## src/rtl/io_port_buffer.sv

```systemverilog
// Memory-mapped I/O endpoint: TX byte FIFO toward the UART, RX holding byte, cycle counter readback.
// Latency: a write reaches tx_valid one cycle later; read data appears one cycle after the access.
// Backpressure: io_buffer_full warns the CPU early; tx_ready stalls the FIFO head; full-FIFO writes drop.
module io_port_buffer #(
    parameter int DEPTH_LOG   = 4,
    parameter int FULL_MARGIN = 2
) (
    input  logic        clk_in,
    input  logic        rst_in,
    input  logic        rdy_in,
    input  logic [31:0] mem_a,
    input  logic [7:0]  mem_dout,
    input  logic        mem_wr,
    output logic [7:0]  io_din,
    output logic        io_rd_sel,
    output logic        io_buffer_full,
    output logic        tx_valid,
    output logic [7:0]  tx_data,
    input  logic        tx_ready,
    input  logic        rx_valid,
    input  logic [7:0]  rx_data,
    output logic        sim_done,
    output logic        tx_overflow
);

    localparam int                 DEPTH   = 1 << DEPTH_LOG;
    localparam logic [DEPTH_LOG:0] PTR_ONE = 1;

    // Bus decode: the endpoint owns the 0x3xxxx window, offsets come from the low address bits.
    logic       sel;
    logic       acc;
    logic [2:0] off;
    logic       rd;
    logic       unused_addr;

    assign sel         = (mem_a[17:16] == 2'b11);
    assign acc         = rdy_in & sel;
    assign off         = mem_a[2:0];
    assign rd          = acc & ~mem_wr;
    assign unused_addr = ^{mem_a[31:18], mem_a[15:3]};

    // TX FIFO storage and pointers; the extra pointer MSB tells full from empty.
    logic [7:0]         mem [DEPTH];
    logic [DEPTH_LOG:0] wptr;
    logic [DEPTH_LOG:0] rptr;
    logic [DEPTH_LOG:0] count;
    logic [DEPTH_LOG:0] next_count;
    logic               empty;
    logic               full;
    logic               wr_req;
    logic               stop_wr;
    logic [7:0]         push_byte;
    logic               push;
    logic               pop;
    logic               drop;
    logic               full_next;

    assign empty = (wptr == rptr);
    assign full  = (wptr[DEPTH_LOG] != rptr[DEPTH_LOG]) &&
                   (wptr[DEPTH_LOG-1:0] == rptr[DEPTH_LOG-1:0]);

    // Offset 0 filters NUL bytes; offset 4 is the program-stop marker and always enqueues 0x00.
    assign stop_wr   = acc & mem_wr & (off == 3'd4);
    assign wr_req    = (acc & mem_wr & (off == 3'd0) & (mem_dout != 8'h00)) | stop_wr;
    assign push_byte = (off == 3'd4) ? 8'h00 : mem_dout;

    assign tx_valid = ~empty;
    assign tx_data  = mem[rptr[DEPTH_LOG-1:0]];
    assign pop      = tx_valid & tx_ready;

    // A pop in the same cycle frees the slot, so a full FIFO can still accept the byte.
    assign push = wr_req & (~full | pop);
    assign drop = wr_req & full & ~pop;

    assign count      = wptr - rptr;
    assign next_count = count + {{DEPTH_LOG{1'b0}}, push} - {{DEPTH_LOG{1'b0}}, pop};
    assign full_next  = (DEPTH - int'(next_count)) <= FULL_MARGIN;

    // FIFO pointer and storage update; the UART side drains regardless of rdy_in.
    always_ff @(posedge clk_in) begin
        if (rst_in) begin
            wptr <= '0;
            rptr <= '0;
            for (int i = 0; i < DEPTH; i++) begin
                mem[i] <= 8'h00;
            end
        end else begin
            if (push) begin
                mem[wptr[DEPTH_LOG-1:0]] <= push_byte;
                wptr                     <= wptr + PTR_ONE;
            end
            if (pop) begin
                rptr <= rptr + PTR_ONE;
            end
        end
    end

    // Status flags: early-full warning, sticky overflow, stop request and completion.
    logic stop_req;

    always_ff @(posedge clk_in) begin
        if (rst_in) begin
            io_buffer_full <= 1'b0;
            tx_overflow    <= 1'b0;
            stop_req       <= 1'b0;
            sim_done       <= 1'b0;
        end else begin
            io_buffer_full <= full_next;
            tx_overflow    <= tx_overflow | drop;
            stop_req       <= stop_req | stop_wr;
            sim_done       <= sim_done | (stop_req & empty & ~tx_valid);
        end
    end

    // Free-running cycle counter, independent of CPU stalls.
    logic [31:0] cyc;

    always_ff @(posedge clk_in) begin
        if (rst_in) begin
            cyc <= 32'h0;
        end else begin
            cyc <= cyc + 32'd1;
        end
    end

    // Read data select; the upper counter bytes come from the snapshot taken by the offset-4 read.
    logic [31:0] snap;
    logic [7:0]  rx_hold;
    logic        rx_hold_vld;
    logic [7:0]  rd_data;

    always_comb begin
        rd_data = 8'h00;
        case (off)
            3'd0:    rd_data = rx_hold_vld ? rx_hold : 8'h00;
            3'd4:    rd_data = cyc[7:0];
            3'd5:    rd_data = snap[15:8];
            3'd6:    rd_data = snap[23:16];
            3'd7:    rd_data = snap[31:24];
            default: rd_data = 8'h00;
        endcase
    end

    // Registered read return, counter snapshot and RX holding byte (a new RX byte wins over the clear).
    always_ff @(posedge clk_in) begin
        if (rst_in) begin
            io_rd_sel   <= 1'b0;
            io_din      <= 8'h00;
            snap        <= 32'h0;
            rx_hold     <= 8'h00;
            rx_hold_vld <= 1'b0;
        end else begin
            io_rd_sel <= rd;
            if (rd) begin
                io_din <= rd_data;
            end
            if (rd && (off == 3'd4)) begin
                snap <= cyc;
            end
            if (rx_valid) begin
                rx_hold     <= rx_data;
                rx_hold_vld <= 1'b1;
            end else if (rd && (off == 3'd0)) begin
                rx_hold_vld <= 1'b0;
            end
        end
    end

endmodule
```

## config.mk

```make
export PLATFORM = sky130hd
export DESIGN_NAME = io_port_buffer
export DESIGN_NICKNAME = d
export VERILOG_FILES = /design/src/rtl/io_port_buffer.sv
export SDC_FILE = /design/constraint.sdc
export NUM_CORES = 1
export LEC_CHECK = 0
export ABC_CLOCK_PERIOD_IN_PS = 8500
export BUFFER_PORTS_ARGS = -buffer_cell sky130_fd_sc_hd__clkbuf_2
export CAP_MARGIN = 20
export CORE_UTILIZATION = 45
export CTS_BUF_LIST = sky130_fd_sc_hd__clkbuf_2
export CTS_CLUSTER_SIZE = 14
export DETAILED_ROUTE_END_ITERATION = 8
export HOLD_SLACK_MARGIN = 0.02
export PLACE_DENSITY = 0.68
export SLEW_MARGIN = 25
export SYNTH_ARGS = -nofsm -noshare
export SYNTH_HDL_FRONTEND = slang
export SYNTH_SLANG_ARGS = --single-unit
```

## constraint.sdc

```tcl
create_clock -name clk_in -period 8.5 [get_ports clk_in]
set_input_delay 1.7 -clock clk_in [delete_from_list [all_inputs] [get_ports clk_in]]
set_output_delay 1.7 -clock clk_in [all_outputs]
set_load 0.005 [all_outputs]
```

* Word level (Yosys, flattened, before mapping) *
Memory sizes are Yosys's and may differ from the RTL's. A register that Yosys moved wholly into a read port is not among the register bits.
Cells that the tools add are included.

word-level totals
  memories = 1
  output and inout port bits = 21
  register bits = 96
  RAM bits = 128
  input bits = 54

cells by class
  equality and inequality tests = 8
  bitwise logic cells = 21
  $add $sub $neg = 7
  $lt $le $gt $ge = 1
  reductions and logical operators = 7
  multiplexer cells = 15

memories
  name  words  bits a word  rd ports  clocked after Yosys merged registers in  write ports  RTL line  text
  mem   16     8            1         1                                        16           43        logic [7:0] mem [DEPTH];

operators with widths
  cell                                                  count
  one-hot mux 8 bit (5 select lines)                    1
  adder 32 x 1 -> 32 bit (second input constant)        1
  2-to-1 mux 8 bit                                      3
  bitwise AND 1 bit                                     12
  equality test 3 bit (second input constant)           4
  2-to-1 mux 4 bit                                      3
  adder 5 x 1 -> 5 bit (second input constant)          2
  2-to-1 mux 1 bit                                      8
  nonzero test 8 bit                                    1
  OR reduction 8 bit                                    1
  <= comparator 6 x 3 -> 1 bit (second input constant)  1
  subtractor 5 x 5 -> 6 bit (first input constant)      1
  adder 5 x 1 -> 5 bit                                  1
  equality test 5 bit                                   1
  OR 1 bit                                              5
  subtractor 5 x 1 -> 5 bit                             1
  subtractor 5 bit                                      1
  equality test 4 bit                                   1
  inverter 1 bit                                        4
  logical AND 1 bit                                     3
  logical NOT 3 bit                                     1
  equality test 2 bit (second input constant)           1
  nonzero test 2 bit                                    1
  inequality test 1 bit                                 1

* Logic depth before layout (Yosys ltp) *
Gate-level depths: netlist of run 1.

  word-level depth = 12
  mapped depth = 16
  mapped depth without buffers = 13

* Least setup slack after synthesis of run 1 *
No wires, ideal clock.

  kind = input to register
  from = input port mem_dout[3]
  to = register io_buffer_full
  stages = 13
  arrival = 4307 ps
  required time = 8430 ps
  slack = 4122 ps
  buffers on the path = 2
  cell sequence = or4_1 > nor4_2 > nor3_2 > buf_6 > buf_6 > ha_1 > ha_1 > inv_1 > fa_1 > and3_1 > nor3_1 > o21ai_0 > a21oi_1

on the way
  word-level cells in the longest chain between the ends = 8

RTL lines
  item                          RTL line  text
  start, declared               12        input logic [7:0] mem_dout,
  nonzero test 8 bit            64        assign wr_req = (acc & mem_wr & (off == 3'd0) & (mem_dout != 8'h00)) | stop_wr;
  bitwise AND 1 bit             64
  OR 1 bit                      64
  bitwise AND 1 bit             72        assign push = wr_req & (~full | pop);
  adder 5 x 1 -> 5 bit          76        assign next_count = count + {{DEPTH_LOG{1'b0}}, push} - {{DEPTH_LOG{1'b0}}, pop};
  subtractor 5 x 1 -> 5 bit     76
  subtractor 5 x 5 -> 6 bit     77        assign full_next = (DEPTH - int'(next_count)) <= FULL_MARGIN;
  <= comparator 6 x 3 -> 1 bit  77
  end signal, assigned          108       io_buffer_full <= full_next;
  end, declared                 16        output logic io_buffer_full,

No other way between the ends.
A chain may end at the register's enable or synchronous reset.

==> results of run 1 <==
-- report_power, final --
part / internal [mW] / switching [mW] / leakage [nW]
Combinational: 0.0368 / 0.0526 / 1.40
Sequential: 1.15 / 0.00990 / 2.07
Clock: 0.267 / 0.413 / 0.372
Total: 1.45 / 0.475 / 3.84
-- critical path, stage by stage, from the launching register on --
cell,delay [ps]
dfxtp_2,320
buf_4,520
mux4_2,660
mux4_2,490
clkbuf_2,120
-- state kept, by name, summed over array words and instances (netlist names), named ones only --
| name | flops |
|---|---|
| io_buffer_full | 1 |
| mem | 128 |
| snap | 24 |
| rx_hold | 8 |
| sim_done | 1 |
| wptr | 5 |
| stop_req | 1 |
| rptr | 5 |
| io_rd_sel | 1 |
| tx_overflow | 1 |
| io_din | 8 |
| rx_hold_vld | 1 |
| cyc | 32 |
-- layer usage --
layer	up-vias	part of all wire	GRT usage
met5	-	0	0
met4	0	0.018	0.06970
met3	32	0.062	0.04515
met2	234	0.50	0.3535
met1	3186	0.42	0.2590
li1	3133	-	-
-- worst max path at each step --
stage / start / endpoint / slack (ps) / cells after the start
2_1_floorplan: mem_dout[3] / io_buffer_full / 4120 / 13
3_3_place_gp: mem_dout[3] / io_buffer_full / 3640 / 13
3_5_place_dp: mem_dout[3] / io_buffer_full / 3600 / 13
4_1_cts: flop / tx_data[7] / 3730 / 4
5_1_grt: flop / tx_data[7] / 3650 / 4
6_report: flop / tx_data[2] / 3830 / 4
-- cells in the mapped netlist, drive strengths merged --
| library cell | count |
|---|---|
| xor2 | 30 |
| nor4 | 3 |
| dfxtp | 92 |
| fa | 3 |
| o41ai | 1 |
| nor2 | 199 |
| mux2 | 1 |
| and2 | 5 |
| o21ai | 4 |
| and4 | 8 |
| mux2i | 10 |
| a211oi | 8 |
| mux4 | 48 |
| nand2 | 75 |
| a211o | 1 |
| a31oi | 1 |
| a31o | 12 |
| nand2b | 1 |
| ha | 16 |
| nand3b | 10 |
| xnor2 | 12 |
| buf | 27 |
| a21oi | 32 |
| a41o | 3 |
| a21o | 2 |
| or3 | 3 |
| or2 | 1 |
| or4 | 1 |
| edfxtp | 128 |
| nand3 | 19 |
| nor3 | 8 |
| nor2b | 3 |
| inv | 14 |
| nor4b | 1 |
| nand4 | 12 |
| a22oi | 8 |
| and3 | 7 |
| clkbuf | 24 |
-- metrics by stage --
step | instance area, um2 | hold WS [ps] | instances | setup WS [ps]
6_report | 10730 | 453.6 | 1200 | 3834
5_1_grt | 10730 | 406.9 | 1200 | 3648
4_1_cts | 10730 | 410.4 | 1199 | 3730
3_5_place_dp | 10260 | 447.8 | 1108 | 3596
3_3_place_gp | 10260 | 439.1 | 1108 | 3642
2_1_floorplan | 9886 | 433.1 | 833 | 4122
-- cell type report --
type,instances,share of cell area
tap,275,0.03206
timing repair buffer,51,0.02529
antenna,1,0.0002331
sequential,220,0.5299
clock inverter,5,0.003730
clock buffer,86,0.04010
inverter,14,0.004896
multi-input combinational,548,0.3638
-- cell families after synthesis --
logic type | share of synthesized area
fa+ha+maj | 0.02633
buf+inv | 0.03050
simple gates | 0.1615
compound gates | 0.04873
mux | 0.1206
xor+xnor | 0.03721
flops | 0.5751
==> reports/results.ini, run 1 <==
[grt]
grt_max_degree = 111
antenna_found_initial = 1
grt_use_total = 0.2067
grt_pass1_vias = 6599
grt.overflow.total = 0
grt_pass1_wl_um = 35090

[clocking]
clock_path_buffers = 3
cts_made_buffers = 55
cts_tree = built
cts-root-buf = clkbuf_2
h-tree-depth = 2
cts_resized = 0
insertion_delay_ps = 870
cts.sinks = 220
cts_setup_buffers = 0
clkTransAtPathRegs_ps = 100
cts_hold_buf = 0

[yosys]
synth_area_mm2 = 0.009886
synth.distinct_cells = 45
netlist_instances = 833
synth_top_area_cell = edfxtp_1
synth_fp_nets = 906
avgSynthCellArea_um2 = 11.87
ys_seq_area_frac = 0.5751
yosysTopAreaCellShare = 0.3888
ys_ff_latch = 220
ys_warn_count = 0
ys_top_cells_by_area = edfxtp_1 39%, dfxtp_1 19%, mux4_2 11%

[worst_hold_path]
min_path_cells = 2
hold_path.class = flop to flop
hold_path.startpoint = cyc[30]
min_to = snap[30]

[layout]
multiInputGateArea_mm2 = 0.003905
layout.area.seq_mm2 = 0.005688
n_fill_cell = 1909
post-route-util = 0.5043
fin_nets = 963
final_common_cell = nor2_1
syn_to_final_growth_pct = 8.581
final_cell_mix = 199 x nor2_1, 132 x clkbuf_2, 128 x edfxtp_1
drive_above_1_share = 0.2348

[worst_setup_path]
cp_max_fo = 32
worstPathRequired_ps = 6800
rr_startpoint = wptr[2]
critPathKind = flop to output pin
r2r_end = io_buffer_full
end_kind = output pin
r2r_slack_ps = 4410
worstPathArrival_ps = 2970
cp-start-kind = flop
reg2reg_depth = 13

[placement]
io_buffers = 47
gp_congestion = 0.7795
detailed_place_hpwl_um = 14250

[timing]
timing.final.crit_share = 0.5490
tightest_slew_ps = 946.6
skew_ps = 76.08
grt_setup_unrepaired = false
hold_viol = 0
fmax_ghz = 0.2143
slew_violations = 0
setup_violations = 0
fin_crit_ps = 4666
relSlewSlack = 0.3637
setup_tns_ps = 0

[floorplanning]
die_h_um = 150.2
start_util = 0.4644
core-area_mm2 = 0.02129
row_count = 53
io_pins = 75
die_area_mm2 = 0.02256
fp.dieW_um = 150.2

[routing]
vias_per_cell = 5.488
drc = 0
ant_nets = 0
dr.pass1.iters = 5
wl_um = 22200
drtIter0Drc = 501
vias = 6585
post_drt_wl_per_cell_um = 18.50

[flow_run]
drv_cap = 0

[pwr]
p_leak_nw = 3.835
power_density_mw_per_mm2 = 179.5
power_mw = 1.927
peakVddDrop_uv = 111.7

[run_status]
outcome = finished clean

(Power assumes the default switching activity.)
==> inputs of run 2 (changes only) <==
ABC_CLOCK_PERIOD_IN_PS = 3800   (was 8500)
PLACE_DENSITY = 0.7   (was 0.68)
clock period = 3.8 ns   (was 8.5 ns; I/O delays follow)
==> reports/results.ini, run 2 (same netlist as run 1, synthesis figures left out) <==
[pwr]
peakVddDrop_uv = 184.0  ; was 111.7 uV
power_density_mw_per_mm2 = 400.4  ; was 179.5 mW/mm2
comb_power_share = 0.047  ; was 0.046
p_leak_nw = 3.879  ; was 3.835 nW
power_frac_clock = 0.353  ; about the same
pwr-share-seq = 0.600  ; was 0.601
power.switching_mw = 1.069  ; was 0.4753 mW
intPower_mw = 3.255  ; was 1.452 mW
swShare = 0.2472  ; was 0.2466

[timing]
slew_violations = 0  ; unchanged
fmax_ghz = 0.2754
timing.hold.ws_ps = 169.7  ; was 453.6 ps
relSlewSlack = 0.3595  ; was 0.3637
timing.final.crit_share = 0.9556
setup_violations = 0  ; unchanged
grt_setup_unrepaired = false  ; unchanged
fin_crit_ps = 3631
setup_tns_ps = 0  ; unchanged
skew_ps = 74.95  ; was 76.08 ps
tightest_slew_ps = 952.8  ; was 946.6 ps
hold_viol = 0  ; unchanged

[worst_setup_path]
end_kind = output pin  ; unchanged
cpMostUsedCell = mux4_2  ; unchanged
r2r_slack_ps = 350  ; was 4410 ps
worstPathArrival_ps = 2870  ; was 2970 ps
cp-start-kind = flop  ; unchanged
worstPathRequired_ps = 3040  ; was 6800 ps
cp_max_fo = 14  ; was 32
critPathKind = flop to output pin  ; unchanged
crit_chain = buf_4, mux4_2, mux4_2, clkbuf_2  ; unchanged
critPathMaxStageDelay_ps = 600  ; was 660 ps
cp_slowest_cell = mux4_2  ; unchanged

[clocking]
clkTransAtPathRegs_ps = 90  ; was 100 ps
cts_setup_buffers = 0  ; unchanged
clock_path_buffers = 3  ; unchanged
cts-root-buf = clkbuf_2  ; unchanged
cts.sinks = 220  ; unchanged
cts_made_buffers = 57  ; was 55
cts_tree = built  ; unchanged
h-tree-depth = 2  ; unchanged
cts_hold_buf = 0  ; unchanged
insertion_delay_ps = 840  ; was 870 ps

[flow_run]
drv_cap = 0  ; unchanged

[layout]
layout.area.seq_mm2 = 0.005692  ; was 0.005688 mm2
top_regs = mem: 128 flops, cyc: 32 flops, snap: 24 flops  ; unchanged
drive_above_1_share = 0.2436  ; was 0.2348
post-route-util = 0.5073  ; was 0.5043
syn_to_final_growth_pct = 9.239  ; was 8.581%
stdcell_count = 1212  ; was 1200
multiInputGateArea_mm2 = 0.003905  ; unchanged
regMostFlops = mem  ; unchanged
n_fill_cell = 1926  ; was 1909
fin_nets = 973  ; was 963
final_common_cell = nor2_1  ; unchanged
largest_reg_flops = 128  ; unchanged
final_cell_mix = 199 x nor2_1, 134 x clkbuf_2, 128 x edfxtp_1  ; was 199 x nor2_1, 132 x clkbuf_2, 128 x edfxtp_1

[grt]
antenna_found_initial = 1  ; unchanged
grt_pass1_vias = 6732  ; was 6599
grt.overflow.total = 0  ; unchanged
grt_max_degree = 66  ; was 111
grt_use_total = 0.2115  ; was 0.2067
grt_pass1_wl_um = 35770  ; was 35090 um

[floorplanning]
die_area_mm2 = 0.02256  ; unchanged
core-area_mm2 = 0.02129  ; unchanged
die_h_um = 150.2  ; unchanged
fp.dieW_um = 150.2  ; unchanged
row_count = 53  ; unchanged
start_util = 0.4644  ; unchanged
io_pins = 75  ; unchanged

[routing]
drc = 0  ; unchanged
dr.pass1.iters = 5  ; unchanged
vias_per_cell = 5.439  ; was 5.488
wl_um = 22670  ; was 22200 um
drtIter0Drc = 428  ; was 501
post_drt_wl_per_cell_um = 18.70  ; was 18.50 um
vias = 6592  ; was 6585
ant_nets = 0  ; unchanged

[placement]
io_buffers = 47  ; unchanged
gp_congestion = 0.8070  ; was 0.7795
dp_cells = 1116  ; was 1108
detailed_place_hpwl_um = 14760  ; was 14250 um

[worst_hold_path]
hold_path.class = input pin to flop  ; was flop to flop

[run_status]
outcome = finished clean  ; unchanged

run 2: cell types whose count changed in the layout (fill, tap and decap cells not counted), sizes merged:
| cell | previous run | this run |
|---|---|---|
| clkbuf | 132 | 134 |
| clkinv | 4 | 5 |
| buf | 5 | 13 |
| clkinvlp | 1 | 2 |
run 2: power by group through the flow:
| stage | clock, mW | combinational [mW] | sequential, mW |
|---|---|---|---|
| after detailed placement | 0 | 0.204 | 2.65 |
| final | 1.53 | 0.203 | 2.59 |
| after CTS | 1.57 | 0.204 | 2.59 |
| after global placement | 0 | 0.200 | 2.65 |
| after floorplan | 0 | 0.136 | 2.64 |
| after global routing | 1.71 | 0.219 | 2.60 |
run 2: stage by stage:
step	instance area [um2]	total power [mW]	worst slack [ps]
CTS	10790	4.371	80.58
floorplan	9886	2.773	82.65
finish	10800	4.324	168.8
detailed placement	10320	2.852	211.2
global route	10800	4.534	11.34
global placement	10320	2.846	277.8
run 2: final timing paths:
kind	startpoint	endpoint	cells after the start
hold reg to reg	snap[12]	snap[12]	2
setup / recovery	flop	tx_data[4]	4
hold / removal	mem_wr	io_rd_sel	2
setup reg to reg	wptr[2]	io_buffer_full	13
run 2: per-layer routing:
metal  GRT usage  share of wire  vias up
li1            -              -     3139
met1      0.2604           0.41     3192
met2      0.3563           0.50      217
met3     0.05182          0.063       44
met4     0.08485          0.027        0
met5           0              0        -
run 2: what timing repair did:
action	in CTS	in global routing
cloned	0	0
endpoints found under the setup margin	8	1
resized for setup	1	2
run 2: worst max-delay path: cells and delay by family, from the launching register on:
| kind | cells | cell delay [ps] |
|---|---|---|
| flops | 1 | 510 |
| buf+inv | 2 | 490 |
| mux | 2 | 1090 |
run 2: cell type report:
type / instances / area share
Clock inverter: 7 / 0.003244
Timing Repair Buffer: 59 / 0.03036
Inverter: 14 / 0.004866
Clock buffer: 88 / 0.04078
Tap cell: 275 / 0.03186
Sequential cell: 220 / 0.5271
Antenna cell: 1 / 0.0002317
Multi-Input combinational cell: 548 / 0.3616
